===== config.mk =====
export PLATFORM = sky130hd
export DESIGN_NAME = ysyx_22040759_ifu
export DESIGN_NICKNAME = d
export VERILOG_FILES = /design/src/rtl/ysyx_22040759_ifu.sv
export SDC_FILE = /design/constraint.sdc
export NUM_CORES = 1
export LEC_CHECK = 0
export CAP_MARGIN = 10
export CORE_MARGIN = 1.5
export CORE_UTILIZATION = 53
export DETAILED_ROUTE_END_ITERATION = 7
export PLACE_DENSITY = 0.8
export SETUP_SLACK_MARGIN = 0.05
export SLEW_MARGIN = 5
export SYNTH_ARGS = -nofsm -noshare
export SYNTH_HDL_FRONTEND = slang
export SYNTH_SLANG_ARGS = --single-unit

===== constraint.sdc =====
create_clock -name clk -period 7.1 [get_ports clk]
set_input_delay 1.775 -clock clk [delete_from_list [all_inputs] [get_ports clk]]
set_output_delay 1.775 -clock clk [all_outputs]
set_load 0.005 [all_outputs]

===== src/rtl/ysyx_22040759_ifu.sv =====
// rtl/ysyx_22040759_ifu.sv - instruction fetch unit with 2-entry skid buffer and redirect flush
module ysyx_22040759_ifu #(
   parameter logic [63:0] RESET_PC = 64'h0000_0000_8000_0000
) (
   input  logic        clk,
   input  logic        rst_n,
   output logic [63:0] inst_raddr,
   output logic        i_ram_en,
   input  logic [31:0] inst,
   input  logic        redirect_valid,
   input  logic [63:0] redirect_pc,
   input  logic        id_ready,
   output logic        if_valid,
   output logic [63:0] if_pc,
   output logic [31:0] if_inst,
   output logic        fetch_fault
);

   logic [63:0] fetch_pc;
   logic [63:0] pend_pc;
   logic        pend;
   logic [63:0] buf_pc   [2];
   logic [31:0] buf_inst [2];
   logic        head;
   logic [1:0]  count;

   logic        has_buf;
   logic        pop;
   logic        bypass;
   logic        buf_pop;
   logic        push;
   logic        tail;
   logic [2:0]  credit;

   always_comb begin
      has_buf     = (count != 2'd0);
      if_valid    = (has_buf | pend) & ~redirect_valid;
      if_pc       = 64'd0;
      if_inst     = 32'd0;
      if (if_valid) begin
         if_pc   = has_buf ? buf_pc[head]   : pend_pc;
         if_inst = has_buf ? buf_inst[head] : inst;
      end
      pop         = if_valid & id_ready;
      bypass      = pop & ~has_buf;
      buf_pop     = pop & has_buf;
      push        = pend & ~bypass;
      tail        = head ^ count[0];
      // Count+pend never exceeds 2, so this cannot underflow.
      credit      = 3'd2 + {2'b00, pop} - {1'b0, count} - {2'b00, pend};
      fetch_fault = (fetch_pc[1:0] != 2'b00) | (fetch_pc == 64'd0);
      i_ram_en    = rst_n & ~redirect_valid & ~fetch_fault & (credit != 3'd0);
      inst_raddr  = fetch_pc;
   end

   always_ff @(posedge clk or negedge rst_n) begin
      if (!rst_n) begin
         fetch_pc <= RESET_PC;
         pend_pc  <= 64'd0;
         pend     <= 1'b0;
         head     <= 1'b0;
         count    <= 2'd0;
      end else if (redirect_valid) begin
         fetch_pc <= redirect_pc;
         pend     <= 1'b0;
         head     <= 1'b0;
         count    <= 2'd0;
      end else begin
         if (buf_pop)
            head <= ~head;
         count <= count + {1'b0, push} - {1'b0, buf_pop};
         pend  <= i_ram_en;
         if (i_ram_en) begin
            pend_pc  <= fetch_pc;
            fetch_pc <= fetch_pc + 64'd4;
         end
      end
   end

   // Payload storage needs no reset; count decides what is valid.
   always_ff @(posedge clk) begin
      if (push && !redirect_valid) begin
         buf_pc[tail]   <= pend_pc;
         buf_inst[tail] <= inst;
      end
   end

endmodule

After elaboration in Yosys (flattened, before gate mapping)
Memory sizes are Yosys's and may differ from the RTL's. Index checks and enable logic that the tools add are counted.

Register bits after elaboration: 132. Latch bits: 0. RAM bits: 192. ROM bits: 0. Input bits: 100. Output and inout bits: 163. Memories: 2.

$add $sub $neg: 6. $mul: 0. Div/mod/pow operators: 0. $lt $le $gt $ge: 0. Equality and inequality tests: 0. Shift-type cells: 0. Mux-type cells: 12. Bitwise logic cells: 16. Reduce and logical (&&, ||, !) cells: 9.

Memory list: buf_pc (depth 2, bits a word 64, rd ports 1, clocked after memory_dff 0, write ports 1, RTL line 22) `logic [63:0] buf_pc [2];`; buf_inst (depth 2, bits a word 32, rd ports 1, clocked after memory_dff 0, write ports 1, RTL line 23) `logic [31:0] buf_inst [2];`.

Operator list (number): 2-to-1 mux 64 bit (4); adder 64 x 3 -> 64 bit, second input constant (1); logical NOT 64 bit (1); 2-to-1 mux 32 bit (2); bitwise AND 1 bit (8); nonzero test 2 bit (4); 2-to-1 mux 1 bit (5); inverter 1 bit (5); adder 2 x 1 -> 3 bit, first input constant (1); nonzero test 3 bit (1); subtractor 3 x 1 -> 3 bit (1); subtractor 3 x 2 -> 3 bit (1); adder 2 x 1 -> 2 bit (1); 2-to-1 mux 2 bit (1); bitwise OR 1 bit (2); AND reduction 2 bit (1); subtractor 2 x 1 -> 2 bit (1); logical AND 1 bit (1); logical NOT 1 bit (1); XOR 1 bit (1).

Depth between registers and ports, before layout
Depth in word-level cells: 11. Depth in mapped cells: 16.

Worst setup path after synthesis
Ideal clock, no wire load.

Path type: input to register. Start: in redirect_valid. End: mem buf_inst[0][0] (enable). Library setup time: 0.552 ns. Arrival: 6.105 ns. Required time: 6.548 ns. Slack: 0.444 ns. Stages on the path: 4. Path buffers: 1. Path through: clkbuf_1 inv_1 nand2_1 nor2_1.

Word-level cells in the longest chain between the ends: 9.

RTL lines: from (decl) (RTL line 10) `input logic redirect_valid,`; inverter 1 bit (no line); bitwise AND 1 bit (RTL line 37) `if_valid = (has_buf | pend) & ~redirect_valid;`; bitwise AND 1 bit (RTL line 44) `pop = if_valid & id_ready;`; bitwise AND 1 bit (RTL line 45) `bypass = pop & ~has_buf;`; inverter 1 bit (RTL line 47) `push = pend & ~bypass;`; bitwise AND 1 bit (RTL line 47); logical AND 1 bit * (RTL line 82) `if (push && !redirect_valid) begin`; 2-to-1 mux 1 bit * (RTL line 82); 2-to-1 mux 1 bit (implied by the code) * (RTL line 84) `buf_inst[tail] <= inst;`; to (decl) (RTL line 23).

Every way passes the cells marked *; elsewhere a longest branch is shown, timed or not.

Final worst setup path
Start: in id_ready. End: out i_ram_en.

Word-level cells in the longest chain between the ends: 6.

RTL lines: from (decl) (RTL line 12) `input logic id_ready,`; bitwise AND 1 bit (RTL line 44); adder 2 x 1 -> 3 bit (RTL line 50) `credit = 3'd2 + {2'b00, pop} - {1'b0, count} - {2'b00, pend};`; subtractor 3 x 2 -> 3 bit (RTL line 50); subtractor 3 x 1 -> 3 bit (RTL line 50); nonzero test 3 bit (RTL line 52) `i_ram_en = rst_n & ~redirect_valid & ~fetch_fault & (credit != 3'd0);`; bitwise AND 1 bit (RTL line 52); to (decl) (RTL line 8) `output logic i_ram_en,`.

Every way passes these cells.

==> results.toml <==
[outcome]
run_status = "finished clean"

[worst_setup_path]
r2r_slack_ps = 2190
cp-end-kind = "output pin"
crit_type = "input port to output pin"
cp-start-kind = "input port"
crit_required_ps = 5330
arrival_ps = 4430
reg2reg_depth = 13
setup.worst_path.start = "id_ready"
r2r_start = "count[0]$_DFF_PN0_"
crit_end = "i_ram_en"
reg2reg_to = "inst_raddr[8]$_DFFE_PN0P_"
cp_max_fo = 7

[synthesis]
synthArstFlopShare = 0.4074
ys_types = 63
synth_seq_cells = 324
syn_avg_cell_area_sq_um = 11.29
syn_inst = 1325
synth_area_sq_um = 14960
ys_warn_count = 0
syn_nets = 1431
synth_edf_count = 192
synth_ff_type = "edfxtp_1"
synth-seq-area-share = 0.6065

[layout]
final_util = 0.6787
layout_commonest_cell = "clkdlybuf4s50_1"
drive_gt1_frac = 0.06450
nNetsFinal = 1648
layout.cells.most_common_list = "260 x clkdlybuf4s50_1, 192 x edfxtp_1, 190 x nand2_1"
syn2layout_area_growth_pct = 26.07
nFillCells = 2083

[clock_network]
cts_tree = "yes"
cts-buffers-inserted = 31
cts_resized = 0
clk_pin_slew_ps = 60
postCtsHoldBufs = 0
ctsLongestPathBuffers = 3
cts_setup_buffers = 0
htree_num_levels = 1
root_buffer = "clkbuf_16"
cts_sinks = 324
clk_latency_ps = 560

[floorplanning]
die_w_um = 171.0
dieArea_sq_um = 29230
die_h_um = 171.0
start_util = 0.5383
row_count = 61
boundaryPins = 263
core_area_sq_um = 27780

[drt]
drt_pre_antenna_iters = 5
ant_nets = 0
vias = 11645
drc = 0
wl_per_cell_um = 20.83
drt_wl_total_mm = 40.51
vias_per_cell = 5.987
drtIter0Drc = 1204

[power]
seqPwrFrac = 0.514
switching_share = 0.2749
peakVddDrop_v = 0.0001933
total_leakage_power_nw = 6.708
pwr-share-comb = 0.154
clock_power_share = 0.333
switching_power_mw = 1.339
p_int_mw = 3.531
pwr_density_cell_nw_per_um2 = 258.3

[placement]
io_buffers = 262
dp_hpwl_mm = 26.71
gp_congestion = 0.9658

[global_route]
grt_max_degree = 90
grt_pass1_wl_mm = 62.61
globalRouteOverflowTotal = 0
antenna_found_initial = 1
groute.usage.overall = 0.2763
grt_pass1_vias = 11163

[timing]
fmax_mhz = 161.0
worstMarginPinSlew_ps = 1155
max_slew_margin = 0.2280
fin_skew_ps = 13.55
finalSetupTns_ps = 0
hold_violations = 0
period_share = 0.8746
rsz0062_at_grt = "no"
setup_viol = 0
final.min_clock_period_ps = 6210
drv_slew = 0

[worst_hold_path]
hold_class = "flop to flop"
whs_path_depth = 0

[run]
max_cap_viol_count = 0
## registers in the layout, summed over array words and instances, names as in the netlist
signal      count
inst_raddr     64
buf_pc        128
count           2
pend            1
buf_inst       64
head            1
pend_pc        64
## metal layers
layer	share of wire	wire, um	GRT usage	vias up
met2	0.45	18250	0.4221	594
met4	0.021	871	0.07323	0
li1	-	-	-	5326
met3	0.092	3709	0.04742	71
met5	0	0	0	-
met1	0.44	17680	0.4098	5654
## cell type report
cell class                 count  area (sq um)  share of cell area
antenna                        1         2.502           0.0001327
clock buffer                  39         867.1             0.04599
clock inverter                18         136.4            0.007233
inverter                      40         150.1            0.007963
multi-input combinational    866          5393              0.2860
sequential                   324          9074              0.4813
tap                          378         473.0             0.02508
timing repair buffer         279          2759              0.1463
## kinds of logic after synthesis
logic type / after synthesis / share of synthesized area
AND/OR/NAND/NOR: 475 / 0.1493
flip-flops: 324 / 0.6065
AO/OA/AOI/OAI: 272 / 0.1284
buffers and inverters: 135 / 0.03530
multiplexers: 104 / 0.06977
XOR/XNOR: 9 / 0.005271
adder cells (fa/ha/maj): 6 / 0.005522
## Yosys cell counts, drive strengths merged (8+ instances only)
master | n | area [sq um]
dfrtp | 131 | 3278
and2 | 9 | 56.30
nor3 | 24 | 125.1
nand4 | 26 | 168.9
o21ai | 79 | 395.4
nor4 | 30 | 209.0
inv | 40 | 150.1
o31a | 17 | 148.9
nand2 | 190 | 713.2
and4 | 8 | 72.57
clkbuf | 65 | 247.7
buf | 30 | 130.1
a21boi | 28 | 210.2
mux2i | 102 | 1021
nand3 | 30 | 150.1
nor2 | 122 | 457.9
edfxtp | 192 | 5766
a221o | 15 | 151.4
a211oi | 96 | 720.7
## how the worst min path moves through the flow
stage	start	endpoint	slack [ps]
2_1_floorplan	pend_pc[0]$_DFFE_PN0P_	buf_pc[0][0]$_DFFE_PP_	460
3_3_place_gp	pend_pc[58]$_DFFE_PN0P_	buf_pc[1][58]$_DFFE_PP_	480
3_5_place_dp	pend_pc[48]$_DFFE_PN0P_	buf_pc[1][48]$_DFFE_PP_	480
4_1_cts	pend_pc[53]$_DFFE_PN0P_	buf_pc[1][53]$_DFFE_PP_	500
5_1_grt	pend_pc[48]$_DFFE_PN0P_	buf_pc[0][48]$_DFFE_PP_	510
6_report	pend_pc[53]$_DFFE_PN0P_	buf_pc[1][53]$_DFFE_PP_	500
## power groups by stage
stage               sequential [mW]  combinational [mW]  clock (mW)
floorplan                      2.42               0.430           0
global placement               2.51               0.723           0
detailed placement             2.53               0.744           0
CTS                            2.49               0.752        1.64
global route                   2.53               0.832        1.72
finish                         2.50               0.750        1.62
## worst max-delay path, stage by stage
cell             delay, ps
clkdlybuf4s50_1        540
nand2_1                120
fa_1                   380
ha_1                   280
nand2_1                 50
o2111ai_1              560
or2_4                  250
inv_2                   50
clkdlybuf4s50_1        430
## per-stage QoR
step                hold slack [ps]  cells  power (mW)  area [sq um]  worst slack [ps]
global placement              475.1   1887       3.235         17850              1021
detailed placement            482.4   1887       3.272         17850             956.3
floorplan                     456.3   1325       2.851         14960             443.5
CTS                           497.1   1944       4.883         18850             914.7
global route                  512.9   1945       5.078         18850             737.9
finish                        496.3   1945       4.870         18850             890.5
No activity file was read; power rests on OpenSTA's default activity.
